`config.mk`:
```
export PLATFORM = sky130hd
export DESIGN_NAME = gobou_readout
export DESIGN_NICKNAME = d
export VERILOG_FILES = /design/src/rtl/gobou_readout_pkg.sv /design/src/rtl/gobou_readout_fifo.sv /design/src/rtl/gobou_readout.sv
export SDC_FILE = /design/constraint.sdc
export NUM_CORES = 1
export LEC_CHECK = 0
export CAP_MARGIN = 10
export CORE_ASPECT_RATIO = 0.6
export CORE_MARGIN = 2
export CORE_UTILIZATION = 56
export DETAILED_ROUTE_END_ITERATION = 8
export GPL_TIMING_DRIVEN = 0
export PLACE_DENSITY = 0.86
export SYNTH_ARGS = -nofsm -noshare
export SYNTH_HDL_FRONTEND = slang
export SYNTH_SLANG_ARGS = --single-unit
export TNS_END_PERCENT = 20
```
`constraint.sdc`:
```
create_clock -name clk -period 3.5 [get_ports clk]
set_input_delay 0.35 -clock clk [delete_from_list [all_inputs] [get_ports clk]]
set_output_delay 0.35 -clock clk [all_outputs]
set_load 0.05 [all_outputs]
```
`src/rtl/gobou_readout_pkg.sv`:
```
// Shared widths and the readout state encoding for the gobou result-drain engine.
package gobou_readout_pkg;

    localparam int GB_DWIDTH  = 16;
    localparam int GB_IMGSIZE = 12;
    localparam int GB_LWIDTH  = 10;
    localparam int GB_FDEPTH  = 2;

    typedef enum logic [1:0] {
        S_IDLE  = 2'd0,
        S_READ  = 2'd1,
        S_DRAIN = 2'd2
    } readout_state_e;

endpackage

```
`src/rtl/gobou_readout_fifo.sv`:
```
// Small synchronous FIFO holding {last, data} words between memory and the stream.
// Occupancy is exported so the issuer can reserve space before a read lands.
module gobou_readout_fifo #(
    parameter int WIDTH = 17,
    parameter int DEPTH = 2
) (
    input  logic                             clk,
    input  logic                             rst,
    input  logic                             wr_en,
    input  logic [WIDTH-1:0]                 wr_data,
    input  logic                             rd_en,
    output logic [WIDTH-1:0]                 rd_data,
    output logic [$clog2(DEPTH+1)-1:0]       occupancy
);

    localparam int PW = (DEPTH > 1) ? $clog2(DEPTH) : 1;
    localparam int CW = $clog2(DEPTH + 1);

    logic [WIDTH-1:0] mem_q [DEPTH];
    logic [PW-1:0]    wr_ptr;
    logic [PW-1:0]    rd_ptr;
    logic [CW-1:0]    occ_q;

    function automatic logic [PW-1:0] next_ptr(input logic [PW-1:0] p);
        return (p == PW'(DEPTH - 1)) ? '0 : p + 1'b1;
    endfunction

    assign rd_data   = mem_q[rd_ptr];
    assign occupancy = occ_q;

    // Storage, pointers and occupancy; storage is cleared so outputs read 0 in reset.
    always_ff @(posedge clk or posedge rst) begin
        if (rst) begin
            for (int i = 0; i < DEPTH; i++) mem_q[i] <= '0;
            wr_ptr <= '0;
            rd_ptr <= '0;
            occ_q  <= '0;
        end else begin
            if (wr_en) begin
                mem_q[wr_ptr] <= wr_data;
                wr_ptr        <= next_ptr(wr_ptr);
            end
            if (rd_en) rd_ptr <= next_ptr(rd_ptr);
            case ({wr_en, rd_en})
                2'b10:   occ_q <= occ_q + 1'b1;
                2'b01:   occ_q <= occ_q - 1'b1;
                default: occ_q <= occ_q;
            endcase
        end
    end

endmodule

```
`src/rtl/gobou_readout.sv`:
```
// Result-drain engine: reads count words from image memory starting at base_addr
// and streams them out on valid/ready, flagging the last word and pulsing done.
//
//   state   | meaning
//   S_IDLE  | waiting for start; count=0 requests pulse done without reading
//   S_READ  | issuing memory reads while FIFO space is available
//   S_DRAIN | all reads issued; waiting for the last word to be accepted
module gobou_readout
    import gobou_readout_pkg::*;
#(
    parameter int DWIDTH  = GB_DWIDTH,
    parameter int IMGSIZE = GB_IMGSIZE,
    parameter int LWIDTH  = GB_LWIDTH,
    parameter int FDEPTH  = GB_FDEPTH
) (
    input  logic                      clk,
    input  logic                      rst,
    input  logic                      start,
    input  logic [IMGSIZE-1:0]        base_addr,
    input  logic [LWIDTH-1:0]         count,
    output logic                      busy,
    output logic                      done,
    output logic                      mem_re,
    output logic [IMGSIZE-1:0]        mem_addr,
    input  logic signed [DWIDTH-1:0]  read_img,
    output logic                      out_valid,
    output logic signed [DWIDTH-1:0]  out_data,
    output logic                      out_last,
    input  logic                      out_ready
);

    localparam int CW = $clog2(FDEPTH + 1);

    readout_state_e    state;
    logic [LWIDTH-1:0] issue_left;
    logic [LWIDTH-1:0] pop_left;
    logic              in_flight;
    logic              in_flight_last;
    logic [CW-1:0]     fifo_occ;
    logic [DWIDTH:0]   fifo_rd;
    logic              pop;
    logic              slot_free;

    assign pop       = out_valid & out_ready;
    assign out_valid = (fifo_occ != '0);
    assign {out_last, out_data} = fifo_rd;

    // A read may issue only if its word is guaranteed a FIFO slot when it lands.
    assign slot_free = (int'(fifo_occ) + int'(in_flight)) < (FDEPTH + int'(pop));
    assign mem_re    = (state == S_READ) && slot_free;

    gobou_readout_fifo #(
        .WIDTH (DWIDTH + 1),
        .DEPTH (FDEPTH)
    ) u_fifo (
        .clk       (clk),
        .rst       (rst),
        .wr_en     (in_flight),
        .wr_data   ({in_flight_last, read_img}),
        .rd_en     (pop),
        .rd_data   (fifo_rd),
        .occupancy (fifo_occ)
    );

    // Sequencer: latches the request, counts issues and pops, drives busy/done.
    always_ff @(posedge clk or posedge rst) begin
        if (rst) begin
            state          <= S_IDLE;
            issue_left     <= '0;
            pop_left       <= '0;
            mem_addr       <= '0;
            in_flight      <= 1'b0;
            in_flight_last <= 1'b0;
            busy           <= 1'b0;
            done           <= 1'b0;
        end else begin
            done           <= 1'b0;
            in_flight      <= mem_re;
            in_flight_last <= mem_re && (issue_left == LWIDTH'(1));
            if (mem_re) mem_addr <= mem_addr + 1'b1;
            if (pop) pop_left <= pop_left - 1'b1;

            case (state)
                S_IDLE: begin
                    if (start) begin
                        mem_addr   <= base_addr;
                        issue_left <= count;
                        pop_left   <= count;
                        if (count == '0) begin
                            done <= 1'b1;
                        end else begin
                            state <= S_READ;
                            busy  <= 1'b1;
                        end
                    end
                end
                S_READ: begin
                    if (mem_re) begin
                        issue_left <= issue_left - 1'b1;
                        if (issue_left == LWIDTH'(1)) state <= S_DRAIN;
                    end
                end
                S_DRAIN: begin
                    // The last word leaving means the FIFO is empty and nothing is in flight.
                    if (pop && pop_left == LWIDTH'(1)) begin
                        state <= S_IDLE;
                        busy  <= 1'b0;
                        done  <= 1'b1;
                    end
                end
                default: state <= S_IDLE;
            endcase
        end
    end

endmodule

```
After elaboration in Yosys (flattened, before gate mapping)
Index checks and enable logic that the tools add are counted.
- input bits: 42
- logic and storage cells: 85
- output and inout port bits: 33
- flip-flop bits (word level): 76
- reduce and logical (&&, ||, !) cells: 13
- muxes and demuxes: 32
- add/subtract/negate cells: 9
- bitwise logic cells: 3
- eq/ne operators: 11
- order comparisons: 4
- operator list (kind ; number):
    two-way mux 17 bit ; 4
    two-way mux 10 bit ; 5
    two-way mux 12 bit ; 3
    bitwise mux 34 bit ; 1
    equality test 10 x 1 -> 1 bit, second input constant ; 2
    one-hot mux 10 bit (2 select lines) ; 1
    subtractor 10 x 1 -> 10 bit, second input constant ; 2
    demux 17 bit (select 1 bit) ; 1
    adder 12 x 1 -> 12 bit, second input constant ; 1
    logical NOT 10 bit ; 1
    two-way mux 2 bit ; 5
    two-way mux 1 bit ; 8
    inequality test 2 bit, second input constant ; 4
    nonzero test 2 bit ; 4
    one-hot mux 2 bit (3 select lines) ; 1
    AND reduction 5 bit ; 1
    equality test 2 x 1 -> 1 bit, second input constant ; 2
    equality test 2 bit, second input constant ; 2
    greater-or-equal comparator 2 bit, second input constant ; 2
    logical AND 1 bit ; 4
    inverter 1 -> 2 bit ; 2
    one-hot mux 1 bit (2 select lines) ; 2
    one-hot mux 2 bit (2 select lines) ; 1
    AND reduction 4 bit ; 1
    other kinds (11) ; 12

Depth between registers and ports, before layout
Gate-level depths: netlist of the first run.
- word-level depth: 8
- mapped depth: 7
- mapped depth without buffers: 6

Modules after synthesis
A second synthesis of the first run with hierarchy kept.
- cells, all modules: 349
- area total of the unflattened synthesis: 3827.4 sq um
- by module, submodules not included (module ; cells each ; seq. area each (sq um) ; area each (sq um) ; times used):
    gobou_readout ; 245 ; 950.9 ; 2182.1 ; 1
    gobou_readout_fifo ; 104 ; 950.9 ; 1645.3 ; 1

Worst setup path after synthesis of the first run
No wires, ideal clock.
- kind: reg2out
- start: register u_fifo.occ_q[0] (netlist: u_fifo.occupancy[0])
- end: output port mem_re
- data required time: 3.150 ns
- stages on the path, launching flop included: 7
- arrival time: 1.625 ns
- path buffers: 1
- path slack: 1.525 ns
- cells stage by stage: dfrtp_1 -> ha_1 -> ha_1 -> o21ai_2 -> buf_2 -> nand2_1 -> inv_1
- cells in the longest elaborated chain, start to end: 5
- elaborated cells on any way between the ends: 6
- those cells by class: 2 x add/sub; 1 x order compare; 1 x bitwise; 2 x reduce/logical
- ends and longest elaborated chain (what ; line ; source):
    start: declaration ; gobou_readout_fifo.sv:22 ; logic [CW-1:0] occ_q;
    start signal: assignment ; gobou_readout_fifo.sv:45 ; 2'b10: occ_q <= occ_q + 1'b1;
    start signal: assignment ; gobou_readout_fifo.sv:46 ; 2'b01: occ_q <= occ_q - 1'b1;
    start signal: assignment ; gobou_readout_fifo.sv:47 ; default: occ_q <= occ_q;
    nonzero test 2 bit ; gobou_readout.sv:45 ; assign out_valid = (fifo_occ != '0);
    AND 1 bit ; gobou_readout.sv:44 ; assign pop = out_valid & out_ready;
    adder 2 x 1 -> 3 bit ; gobou_readout.sv:49 ; assign slot_free = (int'(fifo_occ) + int'(in_flight)) < (FDEPTH + int'(pop));
    < comparator 3 bit * ; gobou_readout.sv:49 ;
    logical AND 1 bit * ; gobou_readout.sv:50 ; assign mem_re = (state == S_READ) && slot_free;
    end: declaration ; gobou_readout.sv:23 ; output logic mem_re,
Mark *: on every way between the ends. The rest lies on a longest branch, timed or not.

Worst setup path in the final report of the first run
Ends and elaborated chain as after synthesis.

==> impl_metrics.csv, run 1 <==
group,metric,value,unit
floorplanning,rows,23,
sta,finalSetupTns,0,ns
floorplanning,die_h,67.5,µm
sta,slew_headroom,51.1,%
layout,syn_to_final_growth,29.0,%
floorplanning,core_area,6590,µm²
clock_tree,postCtsHoldBufs,0,
detailed_routing,dr.pass1.iters,5,
floorplanning,dieArea,7400,µm²
worst_setup_path,cp_max_fo,6,
worst_setup_path,critPathMostFrequentCell,"ha_1",
floorplanning,start_util,57.0,%
yosys,netlist.area_leader.share,50.6,%
worst_setup_path,r2r-start,"u_fifo.occupancy[0]",
yosys,avgSynthCellArea,11.0,µm²
layout,multi_input_area,1760,µm²
grt,grt_pass1_vias,2951,
yosys,synth_area_leader_cell,"dfrtp_1",
grt,grt_usage,26.2,%
detailed_routing,dr_total_vias,3036,
outcome,outcome,"complete, no violations",
yosys,ys_warn_count,0,
floorplanning,pin_count,75,
sta,max_freq,299,MHz
placed_design,dpl.hpwl,6550,µm
sta,drv_slew,0,
layout,fillers,478,
yosys,synth.yosys.seq_area_share,50.6,%
worst_setup_path,worstSetupPathType,"register to output port",
clock_tree,cts_resized,0,
worst_setup_path,worst_path_max_delay_cell,"clkdlybuf4s50_1",
sta,setup-violations-final,0,
detailed_routing,drc,0,
layout,drive_gt1_share,19.4,%
layout,regArea,1900,µm²
clock_tree,clk_pin_slew,0.08,ns
detailed_routing,ant_nets,0,
layout,nets,477,
layout,post-route-util,73.6,%
sta,skew,0.0139,ns
layout,diodes,0,
sta,fin_crit,3.34,ns
sta,final_hold_viol_count,0,
worst_setup_path,crit_arrival,2.99,ns
detailed_routing,routedWlPerCell,17.4,µm
yosys,async_reset_ff_share,100,%
hold_path,hp-class,"input port to asynchronous set/reset pin",
worst_setup_path,worstPathRequired,3.15,ns
clock_tree,cts_tree,"built",
clock_tree,root_buffer,"clkbuf_8",
detailed_routing,wl,9050,µm
yosys,synth_flop_cell,"dfrtp_1",
sta,worst_slew_pin_slew,0.731,ns
grt,overflow,0,
clock_tree,cts_buffers,9,
yosys,synthCells,341,
yosys,synth_nets,391,
yosys,synth_area_leaders,"dfrtp_1 (51%), mux2_2 (16%), o21ai_0 (4.7%)",
yosys,synth_cell_types,45,
power,pwr_density_cell,1110,nW/µm²
detailed_routing,viasPerCell,5.85,
flow_run,max_cap_viol_count,0,
sta,rsz0062_at_grt,"false",
grt,grt_max_degree,75,
worst_setup_path,cp_top_family,"buffers and inverters",
worst_setup_path,endpoint_kind,"output port",
power,leakagePower,1.95,nW
power,max-vdd-ir-drop,0.000691,V
yosys,synth_common_cells,"dfrtp_1 (76), mux2_2 (52), o21ai_0 (35), nand2_1 (30), nor2_1 (19)",
worst_setup_path,start_kind,"register",
yosys,synth_edf_count,0,
detailed_routing,drtIter0Drc,178,
clock_tree,cts_max_level,3,
yosys,synth_area,3760,µm²
placed_design,port_buffers,74,
clock_tree,cts_setup_buffers,0,
worst_setup_path,critPathBufInv,2,
placed_design,gp_congestion,0.955,
yosys,post-synth-top-count-cell,"dfrtp_1",
worst_setup_path,cp_cell_sequence,"ha_1 -> ha_1 -> nor2_1 -> nand2_1 -> inv_1 -> clkdlybuf4s50_1",
worst_setup_path,cp-startpoint,"u_fifo.occupancy[0]",
sta,fin_crit_sh,95.4,%
floorplanning,die-width,110,µm
clock_tree,tritoncts_num_sinks,76,
grt,grt_pass1_wl,14200,µm
yosys,ys_seq_elements,76,
grt,antenna_found_initial,0,
clock_tree,cts.path.max_buffers,2,
sta,holdWs,0.197,ns
worst_setup_path,max_stage_delay,0.82,ns
clock_tree,clkLatencyLatePin,0.36,ns
-- report_power, final --
group / switching (W) / internal, W
registers: 0.000335 / 0.00130
clock network: 0.000329 / 0.000369
logic: 0.00181 / 0.00121
total: 0.00248 / 0.00288
-- final timing paths --
| kind | slack, ns | endpoint | depth (start not counted) |
|---|---|---|---|
| hold / removal | 0.20 | u_fifo.mem_q[5] | 2 |
| setup / recovery | 0.16 | mem_re | 6 |
| min in group clk | 0.49 | done | 1 |
| setup reg to reg | 1.28 | issue_left[7] | 6 |
| hold reg to reg | 0.49 | done | 1 |
| max in group asynchronous | 2.76 | pop_left[3] | 3 |
-- kinds of logic after synthesis --
| group | after synthesis | share of synthesized area, % |
|---|---|---|
| AO/OA/AOI/OAI | 63 | 9.66 |
| XOR/XNOR | 23 | 5.36 |
| adder cells (fa/ha/maj) | 8 | 2.66 |
| buffers and inverters | 21 | 2.63 |
| flip-flops | 76 | 50.6 |
| multiplexers | 53 | 15.9 |
| AND/OR/NAND/NOR | 97 | 13.2 |
-- metal layers --
layer | global-route usage [%] | share of wire [%] | up-vias
met5 | 0 | 0 | -
met4 | 8.07 | 0.96 | 0
met1 | 35.3 | 45 | 1508
li1 | - | - | 1387
met3 | 9.75 | 8.1 | 10
met2 | 39.8 | 46 | 131
-- flip-flops by register name, summed over array words and instances (netlist names) --
name              count
u_fifo.mem_q         34
u_fifo.wr_ptr         1
mem_addr             12
in_flight             1
pop_left             10
state                 2
busy                  1
in_flight_last        1
issue_left           10
done                  1
u_fifo.rd_ptr         1
u_fifo.occupancy      2
-- area by class of cell --
type / count / area share (%)
multi-input cells: 244 / 36.2
repair buffers: 75 / 15.8
plain buffers: 12 / 1.34
clock buffers: 11 / 3.12
flip-flops and latches: 76 / 39.2
inverters: 9 / 0.749
well taps: 87 / 2.25
clock inverters: 5 / 1.21
-- through the flow --
| step | cells | setup slack (ns) | power (W) | area [µm²] |
|---|---|---|---|---|
| global route | 519 | 0.0376 | 0.00566 | 4850 |
| finish | 519 | 0.160 | 0.00536 | 4850 |
| detailed placement | 503 | 0.417 | 0.00464 | 4640 |
| global placement | 502 | 0.0406 | 0.00453 | 4610 |
| CTS | 519 | 0.207 | 0.00537 | 4850 |
| floorplan | 341 | 1.21 | 0.00373 | 3760 |
-- layout by cell type, fill, tap and decap left out, drive strengths merged, types with 2 or more instances in the layout --
cell type	n
a21oi	10
a22oi	2
a31oi	3
and2	4
and3	4
buf	5
clkbuf	19
clkdlybuf4s50	74
clkinvlp	2
dfrtp	76
ha	8
inv	10
mux2	52
nand2	30
nand2b	3
nand3	8
nand4	5
nor2	19
nor3	6
nor4	7
o211ai	2
o21ai	39
o311ai	2
or2	2
or3	3
or4	3
xnor2	8
xor2	15
Power figures use the tool's default switching activity.
==> run 2, diff against run 1 <==
CAP_MARGIN = 15   (was 10)
==> results of run 2 <==
Final layout, timing and power as in run 1 (identical DEF).
==> run 3, diff against run 2 <==
ABC_AREA = 1   (was default)
CORE_UTILIZATION = 57   (was 56)
PLACE_DENSITY = 0.91   (was 0.86)
==> impl_metrics.csv, run 3 <==
group,metric,value,unit
floorplanning,start_util,58.3,%
yosys,synth_common_cells,"nand2_1 (141), dfrtp_1 (76), inv_1 (72), o21ai_0 (51), nand3_1 (41)",
sta,slew_headroom,60.9,%
worst_setup_path,r2r_slack,1.73,ns
worst_setup_path,rr_endpoint,"mem_addr[4]",
placed_design,gp_congestion,0.888,
worst_setup_path,critPathBufInv,2,
yosys,ys_warn_count,0,
detailed_routing,dr_total_vias,3900,
clock_tree,cts_resized,0,
clock_tree,cts_max_level,3,
worst_setup_path,start_kind,"register",
yosys,ys_seq_elements,76,
worst_setup_path,cp_max_fo,11,
sta,fin_crit,2.92,ns
detailed_routing,drtIter0Drc,340,
sta,rsz0062_at_grt,"false",
yosys,netlist.area_leader.share,45.3,%
placed_design,port_buffers,74,
worst_setup_path,cp_top_family,"buffers and inverters",
sta,worst_slew_pin_slew,0.586,ns
layout,syn_to_final_growth,27.9,%
clock_tree,root_buffer,"clkbuf_16",
worst_setup_path,worst_path_max_delay_cell,"clkdlybuf4s50_1",
yosys,avgSynthCellArea,7.97,µm²
floorplanning,dieArea,8090,µm²
layout,diodes,0,
detailed_routing,dr.pass1.iters,6,
layout,final_common_cell,"nand2_1",
yosys,synth_flop_cell,"dfrtp_1",
yosys,post-synth-top-count-cell,"nand2_1",
layout,drive_gt1_share,9.24,%
worst_setup_path,endpoint_kind,"output port",
layout,post-route-util,74.6,%
sta,fin_crit_sh,83.4,%
grt,grt_pass1_wl,18000,µm
sta,setup-violations-final,0,
grt,grt_pass1_vias,3907,
clock_tree,clk_pin_slew,0.06,ns
worst_setup_path,worstPathRequired,3.15,ns
detailed_routing,ant_nets,0,
floorplanning,die-width,115,µm
floorplanning,pin_count,75,
worst_setup_path,reg2regPathDepth,9,
grt,grt_usage,28.9,%
detailed_routing,drc,0,
clock_tree,cts.path.max_buffers,2,
flow_run,max_cap_viol_count,0,
detailed_routing,routedWlPerCell,15.3,µm
sta,finalSetupTns,0,ns
yosys,synth.yosys.seq_area_share,45.3,%
yosys,async_reset_ff_share,100,%
yosys,synthCells,527,
clock_tree,cts_setup_buffers,0,
worst_setup_path,r2r-start,"u_fifo.occupancy[0]",
grt,overflow,0,
sta,skew,0.00629,ns
yosys,synth_edf_count,0,
floorplanning,rows,24,
sta,max_freq,343,MHz
layout,largest_register_ff_count,34,
layout,fillers,507,
floorplanning,die_h,70.5,µm
layout,final_cell_mix,"nand2_1 (141), dfrtp_1 (76), clkdlybuf4s50_1 (74)",
floorplanning,core_area,7210,µm²
clock_tree,postCtsHoldBufs,0,
grt,grt_max_degree,65,
sta,final_hold_viol_count,0,
worst_setup_path,cp_cell_sequence,"ha_1 -> ha_1 -> nand2_4 -> nand3_4 -> clkinv_2 -> clkdlybuf4s50_1",
layout,top_regs,"u_fifo.mem_q: 34 flops, mem_addr: 12 flops",
yosys,synth_area_leaders,"dfrtp_1 (45%), nand2_1 (13%), inv_1 (6.4%)",
clock_tree,cts_tree,"built",
yosys,synth_nets,577,
clock_tree,tritoncts_num_sinks,76,
worst_setup_path,crit_arrival,2.57,ns
placed_design,dpl.hpwl,7650,µm
worst_setup_path,critPathMostFrequentCell,"ha_1",
sta,drv_slew,0,
hold_path,hp-class,"input port to asynchronous set/reset pin",
clock_tree,cts_buffers,9,
layout,nets,663,
yosys,synth_area_leader_cell,"dfrtp_1",
clock_tree,clkLatencyLatePin,0.34,ns
outcome,outcome,"complete, no violations",
detailed_routing,viasPerCell,5.51,
yosys,synth_area,4200,µm²
yosys,synth_cell_types,33,
layout,regMostFlops,"u_fifo.mem_q",
worst_setup_path,max_stage_delay,0.83,ns
detailed_routing,wl,10800,µm
worst_setup_path,worstSetupPathType,"register to output port",
grt,antenna_found_initial,0,
==> run 3: cell families (layout without fill, tap and decap cells) <==
| logic type | Yosys count | count (layout) | synth area share, % |
|---|---|---|---|
| AND/OR/NAND/NOR | 248 | 248 | 26.5 |
| XOR/XNOR | 15 | 15 | 3.13 |
| AO/OA/AOI/OAI | 70 | 70 | 8.82 |
| buffers and inverters | 92 | 182 | 9.12 |
| adder cells (fa/ha/maj) | 8 | 8 | 2.38 |
| multiplexers | 18 | 18 | 4.80 |
| flip-flops | 76 | 76 | 45.3 |
==> run 3: layout make-up <==
class	count	area, µm²	area share, %
inverter	76	289	5.38
timing repair buffer	75	768	14.3
clock inverter	1	5.00	0.0931
sequential	76	1900	35.4
buffer	16	96.3	1.79
multi-input combinational	359	1920	35.6
tap	91	114	2.12
clock buffer	14	284	5.29
==> run 3: worst max-delay path by stage <==
| stage | start | end | slack, ns | cells past startpoint |
|---|---|---|---|---|
| after floorplan | rst | busy | 1.21 | 1 |
| after global placement | rst | mem_addr[7] | 0.04 | 2 |
| after detailed placement | out_ready | mem_re | 0.88 | 6 |
| after CTS | u_fifo.occupancy[0] | mem_re | 0.58 | 6 |
| after global routing | u_fifo.occupancy[0] | mem_re | 0.49 | 6 |
| final | u_fifo.occupancy[0] | mem_re | 0.58 | 6 |
==> run 3: metal layers <==
metal / routed length, µm / part of all wire (%) / vias up / global-route usage (%)
li1: - / - / 1846 / -
met1: 4750 / 44 / 1867 / 37.6
met2: 5130 / 47 / 166 / 47.0
met3: 747 / 6.9 / 21 / 6.60
met4: 172 / 1.6 / 0 / 11.9
met5: 0 / 0 / - / 0
==> run 3: metrics by stage <==
step,hold slack (ns),instance area [µm²],instances,setup slack (ns)
2_1_floorplan,0.448,4200,527,1.21
3_3_place_gp,0.461,5050,692,0.0374
5_1_grt,0.284,5370,708,0.495
4_1_cts,0.281,5370,708,0.577
3_5_place_dp,0.469,5080,693,0.880
6_report,0.281,5370,708,0.582
Power of run 3 is not shown: default switching activity piles up to over one toggle a cycle in this logic, so the estimate is an artifact.
